==> src/rtl/sprite_fb_writer.sv <==
// Sprite draw engine: queues draw requests, starts the sprite counter, and turns its
// pixel stream plus sprite ROM data into clipped, transparency-filtered framebuffer writes.
module sprite_fb_writer #(
    parameter int               FB_W   = 640,
    parameter int               FB_H   = 480,
    parameter int               ADDR_W = 19,
    parameter int               PIX_W  = 8,
    parameter logic [PIX_W-1:0] TRANSP = '0,
    parameter int               DEPTH  = 4
) (
    input  logic              clk,
    input  logic              rst_n,
    input  logic              req_valid,
    output logic              req_ready,
    input  logic [5:0]        req_id,
    input  logic [9:0]        req_x,
    input  logic [8:0]        req_y,
    output logic              nxt_sprt,
    input  logic              fb_en,
    input  logic              nxt,
    input  logic [4:0]        sprite_x,
    input  logic [4:0]        sprite_y,
    output logic [15:0]       rom_addr,
    input  logic [PIX_W-1:0]  rom_data,
    output logic              fb_we,
    output logic [ADDR_W-1:0] fb_addr,
    output logic [PIX_W-1:0]  fb_wdata,
    output logic              busy,
    output logic              done
);
    localparam int PTR_W = $clog2(DEPTH);
    localparam int AF_W  = 21;

    typedef struct packed {
        logic [5:0] id;
        logic [9:0] x;
        logic [8:0] y;
    } req_t;

    typedef enum logic [1:0] {IDLE, START, RUN, DRAIN} state_t;

    req_t             fifo_q [DEPTH];
    logic [PTR_W:0]   wr_ptr_q, rd_ptr_q, count;
    logic             full, empty, push, pop;
    state_t           state_q, state_d;
    logic             drain_q, drain_d;
    req_t             cur_q;
    logic [10:0]      ax;
    logic [9:0]       ay;
    logic [AF_W-1:0]  addr_full;
    logic             inb;
    logic             vld_p1_q, inb_p1_q;
    logic [ADDR_W-1:0] addr_p1_q;
    logic             fb_we_q;
    logic [ADDR_W-1:0] fb_addr_q;
    logic [PIX_W-1:0] fb_wdata_q;

    assign count     = wr_ptr_q - rd_ptr_q;
    assign full      = (count == (PTR_W+1)'(DEPTH));
    assign empty     = (count == '0);
    assign req_ready = !full && rst_n;
    assign push      = req_valid && req_ready;
    assign pop       = (state_q == IDLE) && !empty;

    always_ff @(posedge clk) begin
        if (push) fifo_q[wr_ptr_q[PTR_W-1:0]] <= {req_id, req_x, req_y};
    end

    always_comb begin
        state_d  = state_q;
        drain_d  = drain_q;
        nxt_sprt = 1'b0;
        done     = 1'b0;
        busy     = (state_q != IDLE) || !empty;
        case (state_q)
            IDLE:  if (!empty) state_d = START;
            START: begin
                nxt_sprt = 1'b1;
                state_d  = RUN;
            end
            RUN: begin
                if (fb_en && nxt) begin
                    state_d = DRAIN;
                    drain_d = 1'b0;
                end
            end
            DRAIN: begin
                // Two cycles let the last launched pixel reach the write port.
                if (drain_q) begin
                    done    = 1'b1;
                    state_d = IDLE;
                end else begin
                    drain_d = 1'b1;
                end
            end
            default: state_d = IDLE;
        endcase
    end

    assign rom_addr  = {cur_q.id, sprite_y, sprite_x};
    assign ax        = {1'b0, cur_q.x} + {6'd0, sprite_x};
    assign ay        = {1'b0, cur_q.y} + {5'd0, sprite_y};
    assign inb       = (ax < 11'(FB_W)) && (ay < 10'(FB_H));
    assign addr_full = AF_W'(ay) * AF_W'(FB_W) + AF_W'(ax);

    always_ff @(posedge clk or negedge rst_n) begin
        if (!rst_n) begin
            wr_ptr_q   <= '0;
            rd_ptr_q   <= '0;
            state_q    <= IDLE;
            drain_q    <= 1'b0;
            cur_q      <= '0;
            vld_p1_q   <= 1'b0;
            fb_we_q    <= 1'b0;
            fb_addr_q  <= '0;
            fb_wdata_q <= '0;
        end else begin
            if (push) wr_ptr_q <= wr_ptr_q + 1'b1;
            if (pop) begin
                rd_ptr_q <= rd_ptr_q + 1'b1;
                cur_q    <= fifo_q[rd_ptr_q[PTR_W-1:0]];
            end
            state_q    <= state_d;
            drain_q    <= drain_d;
            // Stage 1 -> stage 2: ROM data arrives now, aligned with the registered address.
            vld_p1_q   <= fb_en && (state_q == RUN);
            fb_we_q    <= vld_p1_q && inb_p1_q && (rom_data != TRANSP);
            fb_addr_q  <= addr_p1_q;
            fb_wdata_q <= rom_data;
        end
    end

    always_ff @(posedge clk) begin
        inb_p1_q  <= inb;
        addr_p1_q <= ADDR_W'(addr_full);
    end

    assign fb_we    = fb_we_q;
    assign fb_addr  = fb_addr_q;
    assign fb_wdata = fb_wdata_q;

endmodule

==> config.mk <==
export PLATFORM = sky130hd
export DESIGN_NAME = sprite_fb_writer
export DESIGN_NICKNAME = d
export VERILOG_FILES = /design/src/rtl/sprite_fb_writer.sv
export SDC_FILE = /design/constraint.sdc
export NUM_CORES = 1
export LEC_CHECK = 0
export BUFFER_PORTS_ARGS = -buffer_cell sky130_fd_sc_hd__buf_2
export CORE_UTILIZATION = 45
export DETAILED_ROUTE_END_ITERATION = 8
export PLACE_DENSITY_LB_ADDON = 0.1
export REMOVE_ABC_BUFFERS = 1
export SETUP_SLACK_MARGIN = 0.5
export SLEW_MARGIN = 20
export SYNTH_ARGS = -nofsm -noshare
export SYNTH_HDL_FRONTEND = slang
export SYNTH_SLANG_ARGS = --single-unit
==> constraint.sdc <==
create_clock -name clk -period 4.5 [get_ports clk]
set_input_delay 1.125 -clock clk [delete_from_list [all_inputs] [get_ports clk]]
set_output_delay 1.125 -clock clk [all_outputs]
set_load 0.03 [all_outputs]
Yosys cells after proc, flatten, opt, wreduce, memory -nomap -nowiden. Memory sizes are Yosys's and may differ from the RTL's. A register that Yosys moved wholly into a read port is not among the register bits. Index checks and enable logic that the tools add are counted.

$add $sub $neg: 6. Reduce and logical (&&, ||, !) cells: 19. Magnitude comparators: 2. Equal/unequal tests: 7. Multiplexer cells: 11. $mul: 1.

Operator list (count): adder 19 x 11 -> 19 bit (1); multiplier 10 x 3 -> 12 bit, second input constant (1); adder 10 x 5 -> 11 bit (1); < comparator 11 x 10 -> 1 bit, second input constant (1); adder 9 x 5 -> 10 bit (1); < comparator 10 x 9 -> 1 bit, second input constant (1); logical AND 1 bit (8); case mux 2 bit (4 select lines) (1); nonzero test 8 bit (1); adder 3 x 1 -> 3 bit, second input constant (2); two-way mux 1 bit (6); two-way mux 2 bit (3); inequality test 2 bit, second input constant (3); == test 2 bit, second input constant (2); nonzero test 2 bit (2); == test 3 bit, second input constant (1); zero test 1 bit (3); zero test 3 bit (1); AND reduction 3 bit (1); subtractor 3 bit (1); == test 2 x 1 -> 1 bit, second input constant (1); zero test 2 bit (1); case mux 1 bit (2 select lines) (1); AND reduction 2 bit (1); logical OR 1 bit (1).

Output and inout bits: 48. Memories kept: 1. Bits in writable memories: 100. Word-level logic and storage cells: 57. Input port bits: 48. Bits in registers: 58.

Memory list: fifo_q (words 4, width 25, read ports 1, clocked after Yosys merged registers in 1, write ports 1, RTL line 42) `req_t fifo_q [DEPTH];`.

Longest topological paths before layout. Gate-level depths: netlist (run 1).

Depth after elaboration: 7. Mapped depth: 17. Depth with buffers taken out: 17.

Least setup slack after synthesis (run 1). Ideal clock, no wire load.

Kind: input-to-reg. From: input sprite_y[0]. To: register addr_p1_q[18]. Cell stages on the path: 16. Buffers on the path: 0. Setup slack: 0.340 ns. Data arrival time: 4.037 ns. Data required time: 4.377 ns. Library setup time: 0.123 ns. Cells stage by stage: ha_1 -> inv_1 -> fa_1 -> nor2b_4 -> o31a_4 -> o21ai_0 -> xnor2_1 -> ha_1 -> ha_1 -> o21ai_0 -> nor2_1 -> o31ai_1 -> a21oi_1 -> xor2_2 -> nor3_1 -> xnor2_1.

Longest elaborated chain between the ends: 3.

RTL lines: start: declaration (RTL line 22) `input logic [4:0] sprite_y,`; adder 9 x 5 -> 10 bit (RTL line 102) `assign ay = {1'b0, cur_q.y} + {5'd0, sprite_y};`; multiplier 10 x 3 -> 12 bit (RTL line 104) `assign addr_full = AF_W'(ay) * AF_W'(FB_W) + AF_W'(ax);`; adder 19 x 11 -> 19 bit (RTL line 104); named net addr_full[18] (RTL line 50) `logic [AF_W-1:0] addr_full;`; end signal: assignment (RTL line 135) `addr_p1_q <= ADDR_W'(addr_full);`; end: declaration (RTL line 53) `logic [ADDR_W-1:0] addr_p1_q;`.

The timed path passes the listed nets, and every way through them passes these cells. A chain may end at the register's enable or synchronous reset.

Worst setup path after layout (run 1).
From: input sprite_y[1]. To: register addr_p1_q[18].

Same word-level chain as after synthesis.

==> flow_summary.toml, run 1 <==
[run_status]
status = "complete, no violations"

[worst_setup_path]
crit_required_ps = 4800
start_kind = "primary input"
crit_type = "primary input to register"
cp-end-kind = "register"
critPathMaxFanout = 5
reg2reg_depth = 14
cp-endpoint = "addr_p1_q[18]"
r2r_start = "cur_q[1]"
r2r-end = "addr_p1_q[18]"
worstPathArrival_ps = 4140
r2r_setup_slack_ps = 1030
cp-startpoint = "sprite_y[1]"

[cts]
ctsHoldBuffers = 0
h-tree-depth = 4
clock_path_buffers = 2
numCtsBuffers = 17
cts_tree = "built"
cts_sinks = 183
clk_pin_slew_ps = 60
insertion_delay_ps = 430
root_buffer = "clkbuf_16"

[synthesis]
synth_area_sq_um = 7780
ys_top_cells_by_area = "edfxtp_1 (39%), dfrtp_1 (20%), mux4_2 (7.2%)"
seq_area_frac_synth_pct = 64.0
yosys_most_used_dff = "edfxtp_1"
synth_edf_count = 100
netlist.area_leader.share_pct = 38.6
ys_ff_latch = 183
async_flop_share_pct = 34.4
synth_top_area_cell = "edfxtp_1"
synth_area_per_cell_sq_um = 16.1
ys_warn_count = 0
synth_cell_types = 54
synth_cells = 482

[worst_hold_path]
hp-class = "register to register"
min_from = "addr_p1_q[18]"
hold_depth = 0

[timing]
finClkSkew_ps = 15.2
fin_tns_setup_ps = 0
rsz0062_at_grt = "false"
final-setup-viol-count = 0
maxSlewHeadroom_pct = 43.7
hold_violations = 0
drv_slew = 0
min_period_ps = 3830
fin_crit_sh_pct = 85.2
max_freq_ghz = 0.261
hold_ws_ps = 328
worst_pin_slew_ps = 824

[floorplanning]
core_sq_um = 16800
io_pins = 96
initial_core_util_pct = 46.4
fp.dieW_um = 133
dieArea_sq_um = 17800
fp.dieH_um = 133
row_count = 47

[global_routing]
antenna_found_initial = 1
grt_first_pass_wirelength_um = 22200
grtUsageTotal_pct = 16.7
grt_max_degree = 34
globalRouteOverflowTotal = 0
grt_pass1_vias = 4435

[finish]
multiInputGateArea_sq_um = 2610
mostFrequentLayoutCell = "edfxtp_1"
finish.utilization_pct = 54.3
final_nets = 676
final_cell_mix = "edfxtp_1 (100), buf_2 (95), dfrtp_1 (62)"
layout-drive-gt1-share_pct = 33.9
register_area_sq_um = 4980
area_growth_pct = 17.0
nFillCells = 1403

[detailed_routing]
drt_iter0_drc = 236
detail-route-antenna-nets = 0
wirelength_um = 13600
num_vias = 4116
wl_per_cell_um = 16.6
via_per_inst = 5.03
drc = 0
firstDrtPassIters = 4

[placement]
dp_hpwl_um = 9210
port_buffers = 95
globalplace.congestion = 0.829

[job]
max_cap_violations = 0
worst min-delay path by stage:
stage | end | slack (ps)
final | fb_addr[18] | 330
after global routing | fb_addr[15] | 330
after CTS | fb_addr[15] | 330
after detailed placement | fb_addr[10] | 320
after global placement | fb_addr[16] | 320
after floorplan | fb_addr[0] | 320
per-layer routing:
layer  GRT usage, %  routed length (um)  up-vias
met2           30.1                7390       84
met1           19.2                5600     2050
met4           5.68                 121        0
met5              0                   0        -
li1               -                   -     1972
met3           4.49                 488       10
worst max-delay path, stage by stage:
cell	delay (ps)
buf_2	110
ha_1	310
a211oi_2	190
o21bai_1	130
a21oi_2	250
xnor2_1	180
ha_1	270
ha_1	350
nor2b_2	180
o21a_1	170
o21ai_0	180
a211oi_1	110
maj3_2	330
xnor2_2	140
xnor2_1	120
synth_stat cells (4+ instances only):
cell type,number
xor2_1,11
buf_4,16
nor3_1,8
nor2_1,15
a21o_1,5
xnor2_1,23
a211oi_1,4
ha_1,39
mux2_1,16
inv_1,24
fa_1,4
and2_1,4
a21oi_1,10
o21bai_1,4
mux4_2,25
o21ai_0,9
mux2_2,11
nand2_1,10
and3_1,6
dfrtp_1,63
o21a_1,6
edfxtp_1,100
nor2b_1,6
buf_2,4
dfxtp_1,20
cells by family (layout without fill, tap and decap cells):
| group | after synthesis | count (layout) | synth area share (%) |
|---|---|---|---|
| adders and majority gates | 44 | 44 | 7.45 |
| xor gates and xnor gates | 37 | 37 | 4.55 |
| DFF | 183 | 183 | 64.0 |
| other | 0 | 1 | 0 |
| muxes | 54 | 54 | 11.4 |
| and+or+nand+nor | 62 | 62 | 4.13 |
| buffers and inverters | 50 | 166 | 3.57 |
| AOI/OAI and AO/OA | 52 | 52 | 4.89 |
flip-flops by register name, indices dropped and copies added, names as in the netlist:
name	cells
addr_p1_q	19
cur_q	19
drain_q	1
fb_addr	19
fb_wdata	8
fb_we	1
fifo_q	100
inb_p1_q	1
rd_ptr_q	3
rom_addr	6
state_q	2
vld_p1_q	1
wr_ptr_q	3
timing repair:
item / CTS / global route
resized for setup: 2 / 20
pin swaps: 0 / 10
endpoints found under the setup margin: 1 / 4
buffers inserted: 0 / 4
per-stage QoR:
| step | worst slack, ps | cell area [sq um] | cells |
|---|---|---|---|
| 3_5_place_dp | -12.7 | 8430 | 782 |
| 6_report | 667 | 9110 | 819 |
| 5_1_grt | 491 | 9100 | 818 |
| 4_1_cts | 523 | 8990 | 814 |
| 3_3_place_gp | 102 | 8430 | 782 |
| 2_1_floorplan | 340 | 7590 | 456 |
cell type report:
class | count | share of cell area (%)
Sequential cell | 183 | 54.7
Multi-Input combinational cell | 249 | 28.6
Timing Repair Buffer | 110 | 6.46
Clock buffer | 21 | 4.95
Tap cell | 220 | 3.02
Clock inverter | 11 | 1.22
Inverter | 24 | 0.989
Antenna cell | 1 | 0.0275
Power of run 1 is left out: the tool's default activity adds up to more than one toggle a clock period on the data nets, which glitch-free logic cannot reach.
==> run 2, diff against run 1 <==
- clock period: 4.5 -> 3.6 ns (I/O delays scaled with it)
==> run 2 against run 1 <==
Net effect:
- register-to-register slack got worse by 660 ps
- critical path depth increased by 1
- sequential cell count is the same
- worst hold slack about the same
- cell area up 10%
- worst setup slack lost 430 ps
- sequential share of layout area is 5.1 points lower
- wire length grew 7.2%
- core utilization up 5.6 points
- global-route usage is 1.0 points higher
- first-iteration DRC count decreased by 19%
- die area stayed put
- critical endpoint unchanged
==> flow_summary.toml, run 2 (synthesized netlist as in run 1, its figures left out) <==
[detailed_routing]
wl_per_cell_um = 16.6
drt_iter0_drc = 191
drc = 0
wirelength_um = 14600
firstDrtPassIters = 6
num_vias = 4385
via_per_inst = 4.98
detail-route-antenna-nets = 0

[run_status]
status = "complete, no violations"

[worst_setup_path]
cp-end-kind = "register"
start_kind = "primary input"
cp_slowest_stage_delay_ps = 340
reg2reg_depth = 15
crit_type = "primary input to register"
r2r_setup_slack_ps = 370
r2r_start = "cur_q[0]"
critPathMaxFanout = 3
worstPathArrival_ps = 3690
crit_required_ps = 3920
slowest_stage = "ha_1"
r2r-end = "addr_p1_q[18]"
worstPathCellList = "buf_8 -> ha_4 -> buf_4 -> a211oi_2 -> o21bai_1 -> a21oi_2 -> nor2_1 -> xor2_1 -> buf_4 -> ha_1 -> ha_1 -> nor2_2 -> a211oi_2 -> maj3_2 -> xnor2_2 -> xnor2_1"

[timing]
setup_slack_ps = 233
worst_pin_slew_ps = 556
fin_crit_sh_pct = 93.5
min_period_ps = 3370
rsz0062_at_grt = "true"
maxSlewHeadroom_pct = 63.0
drv_slew = 0
final-setup-viol-count = 0
finClkSkew_ps = 10.4
hold_violations = 0
max_freq_ghz = 0.297

[floorplanning]
io_pins = 96
row_count = 47
fp.dieW_um = 133
initial_core_util_pct = 46.4
fp.dieH_um = 133
core_sq_um = 16800
dieArea_sq_um = 17800

[worst_hold_path]
min_from = "addr_p1_q[2]"
hold_depth = 0
hold_end = "fb_addr[2]"
hp-class = "register to register"

[cts]
clk_pin_slew_ps = 70
root_buffer = "clkbuf_16"
numCtsBuffers = 17
cts_sinks = 183
clock_path_buffers = 2
insertion_delay_ps = 430
cts_tree = "built"
h-tree-depth = 4

[finish]
mostFrequentLayoutCell = "edfxtp_1"
area_growth_pct = 29.1
final_cell_mix = "edfxtp_1 (100), buf_2 (91), buf_4 (69)"
final_nets = 738
largest_reg_flops = 100
layout-drive-gt1-share_pct = 47.1

[placement]
place_ws_ps = -652
port_buffers = 95
dp_hpwl_um = 9180
globalplace.congestion = 0.781

[global_routing]
grt_pass1_vias = 4697
globalRouteOverflowTotal = 0
grt_first_pass_wirelength_um = 23700
antenna_found_initial = 1
grt_max_degree = 34
grtUsageTotal_pct = 17.8

[job]
max_cap_violations = 0
run 2: cell types whose count changed in the layout (fill, tap and decap cells not counted), sizes merged:
cell	delta
clkinv	-2
buf	+62
inv	+1
clkbuf	-3
bufinv	+2
clkinvlp	+2
run 2: worst max path at each step:
stage               endpoint  cells after the start   startpoint  slack, ps
3_5_place_dp   addr_p1_q[18]                     16  sprite_y[0]       -650
6_report       addr_p1_q[18]                     16  sprite_y[0]        230
4_1_cts        addr_p1_q[18]                     17  sprite_y[0]        210
3_3_place_gp   addr_p1_q[18]                     17  sprite_y[0]       -530
2_1_floorplan  addr_p1_q[18]                     16  sprite_y[0]       -330
5_1_grt        addr_p1_q[16]                     17  sprite_y[0]        130
run 2: per-stage QoR:
stage	util (%)	cell area, sq um	hold slack [ps]	cells	setup TNS (ps)
after CTS	58.5	9810	329	874	0
final	59.9	10000	328	881	0
after floorplan	-	7590	316	456	-881
after global routing	59.9	10000	335	880	0
after detailed placement	52.4	8780	320	829	-2670
after global placement	52.4	8780	316	829	-2200
run 2: what timing repair did:
action	in CTS	in global routing
pin swaps	46	43
resized for setup	60	39
endpoints found under the setup margin	6	8
setup buffers	13	6
hold buffers	0	0
run 2: area by class of cell:
type	count	area, sq um
sequential	183	4980
timing repair buffer	172	1120
multi-input combinational	249	2940
clock inverter	14	189
clock buffer	18	439
inverter	24	92.6
tap	220	275
antenna	1	2.50
fill	1290	6720
run 2: metal layers:
layer | global-route usage (%) | share of wire, %
met2 | 30.8 | 53
met4 | 7.77 | 2.2
met5 | 0 | 0
met1 | 21.0 | 41
met3 | 4.34 | 4.2
run 2: worst max-delay path, delay by kind of cell:
kind	cells	cell delay (ps)
adders and majority gates	4	1080
xor gates and xnor gates	3	420
AOI/OAI and AO/OA	4	630
and+or+nand+nor	2	270
buffers and inverters	3	370
Power of run 2 is left out for the same reason.
==> run 3, diff against run 2 <==
- CORE_UTILIZATION: 45 -> 60
- CTS_BUF_LIST: unset -> sky130_fd_sc_hd__clkbuf_2
==> run 3 against run 2 <==
Net effect:
- wire length shrank 6.6%
- sequential share of layout area grew 3.2 points
- cell area down 6.1%
- largest cell class unchanged
==> flow_summary.toml, run 3 (synthesized netlist as in run 1, its figures left out) <==
[run_status]
status = "complete, no violations"

[timing]
rsz0062_at_grt = "true"
final-setup-viol-count = 0
hold_ws_ps = 236
maxSlewHeadroom_pct = 63.2
max_freq_ghz = 0.302
fin_crit_sh_pct = 91.9
worst_pin_slew_ps = 552
drv_slew = 0
finClkSkew_ps = 24.6
min_period_ps = 3310
hold_violations = 0

[global_routing]
grt_max_degree = 36
grt_pass1_vias = 4475
antenna_found_initial = 0
globalRouteOverflowTotal = 0
grtUsageTotal_pct = 21.9
grt_first_pass_wirelength_um = 21300

[finish]
final_nets = 730
fin_cells = 824
finish.utilization_pct = 74.7
largest_reg_flops = 100
layout-drive-gt1-share_pct = 46.0
area_growth_pct = 21.2
final_cell_mix = "edfxtp_1 (100), buf_2 (93), buf_4 (68)"
mostFrequentLayoutCell = "edfxtp_1"
n_antenna_cell = 0

[worst_hold_path]
hp-class = "primary input to asynchronous set/reset pin"

[floorplanning]
fp.dieW_um = 116
initial_core_util_pct = 61.6
dieArea_sq_um = 13400
row_count = 41
core_sq_um = 12600
io_pins = 96
fp.dieH_um = 116

[cts]
cts_sinks = 183
cts_tree = "built"
h-tree-depth = 4
numCtsBuffers = 17
root_buffer = "clkbuf_2"
clock_path_buffers = 2
ctsHoldBuffers = 0
insertion_delay_ps = 740
clk_pin_slew_ps = 260

[job]
max_cap_violations = 0

[detailed_routing]
wl_met3_um = 561
wl_per_cell_um = 16.5
detail-route-antenna-nets = 0
wl_met2_um = 7160
via_per_inst = 5.31
wirelength_um = 13600
wl_met1_um = 5610
num_vias = 4379
drt_iter0_drc = 129
firstDrtPassIters = 4
drc = 0
highest_layer = "met4"

[placement]
dp_hpwl_um = 8690
port_buffers = 95
dpl.cell_count = 778
globalplace.congestion = 0.814

[worst_setup_path]
cp-end-kind = "register"
worstPathArrival_ps = 3960
start_kind = "register"
crit_type = "register to register"
crit_required_ps = 4260
critPathMaxFanout = 2
[run 3: changes by cell type in the layout (fill, tap and decap cells not counted), sizes merged]
cell,previous run,this run
clkinv,2,4
clkbuf,18,17
buf,172,164
bufinv,3,2
diode,1,0
[run 3: worst paths after layout]
kind	cells after the start	startpoint	to	slack, ps
max	16	cur_q[0]	addr_p1_q[18]	290
max reg2reg	16	cur_q[0]	addr_p1_q[18]	290
min reg2reg	0	addr_p1_q[0]	fb_addr[0]	340
min	2	rst_n	fb_wdata[4]	240
max in group asynchronous	3	rst_n	fb_addr[6]	2520
min in group clk	1	rom_data[7]	fb_wdata[7]	250
[run 3: layer usage]
layer	GRT usage (%)	vias to the layer above
li1	-	2077
met3	5.86	24
met2	37.6	116
met1	26.1	2162
met4	9.15	0
met5	0	-
[run 3: worst max-delay path: stages (launching register included)]
cell	delay (ps)
dfrtp_1	460
ha_2	200
buf_4	140
a211oi_2	200
o21bai_1	100
a21oi_2	190
buf_4	150
nor2_2	40
xor2_2	150
buf_4	140
ha_1	270
ha_1	330
nor2_1	210
a211oi_2	60
maj3_2	340
xnor2_2	140
xnor2_1	130
[run 3: per-stage QoR]
| step | TNS [ps] | cell area (sq um) | setup slack, ps |
|---|---|---|---|
| after floorplan | -881 | 7590 | -335 |
| after global placement | -2000 | 8700 | -519 |
| after detailed placement | -2360 | 8700 | -606 |
| after CTS | 0 | 9130 | 239 |
| after global routing | 0 | 9430 | 69.5 |
| final | 0 | 9430 | 290 |
[run 3: layout make-up]
type | count | area [sq um]
Clock buffer | 17 | 85.1
Clock inverter | 15 | 168
Fill cell | 799 | 3190
Inverter | 24 | 90.1
Multi-Input combinational cell | 249 | 2880
Sequential cell | 183 | 4980
Tap cell | 172 | 215
Timing Repair Buffer | 164 | 1010
[run 3: what timing repair did]
item | 4_1_cts | 5_1_grt
resized for setup | 30 | 47
buffers inserted | 6 | 8
pin swaps | 19 | 31
endpoints found under the setup margin | 7 | 10
hold endpoints to repair | 0 | 0
Power of run 3 is left out for the same reason.
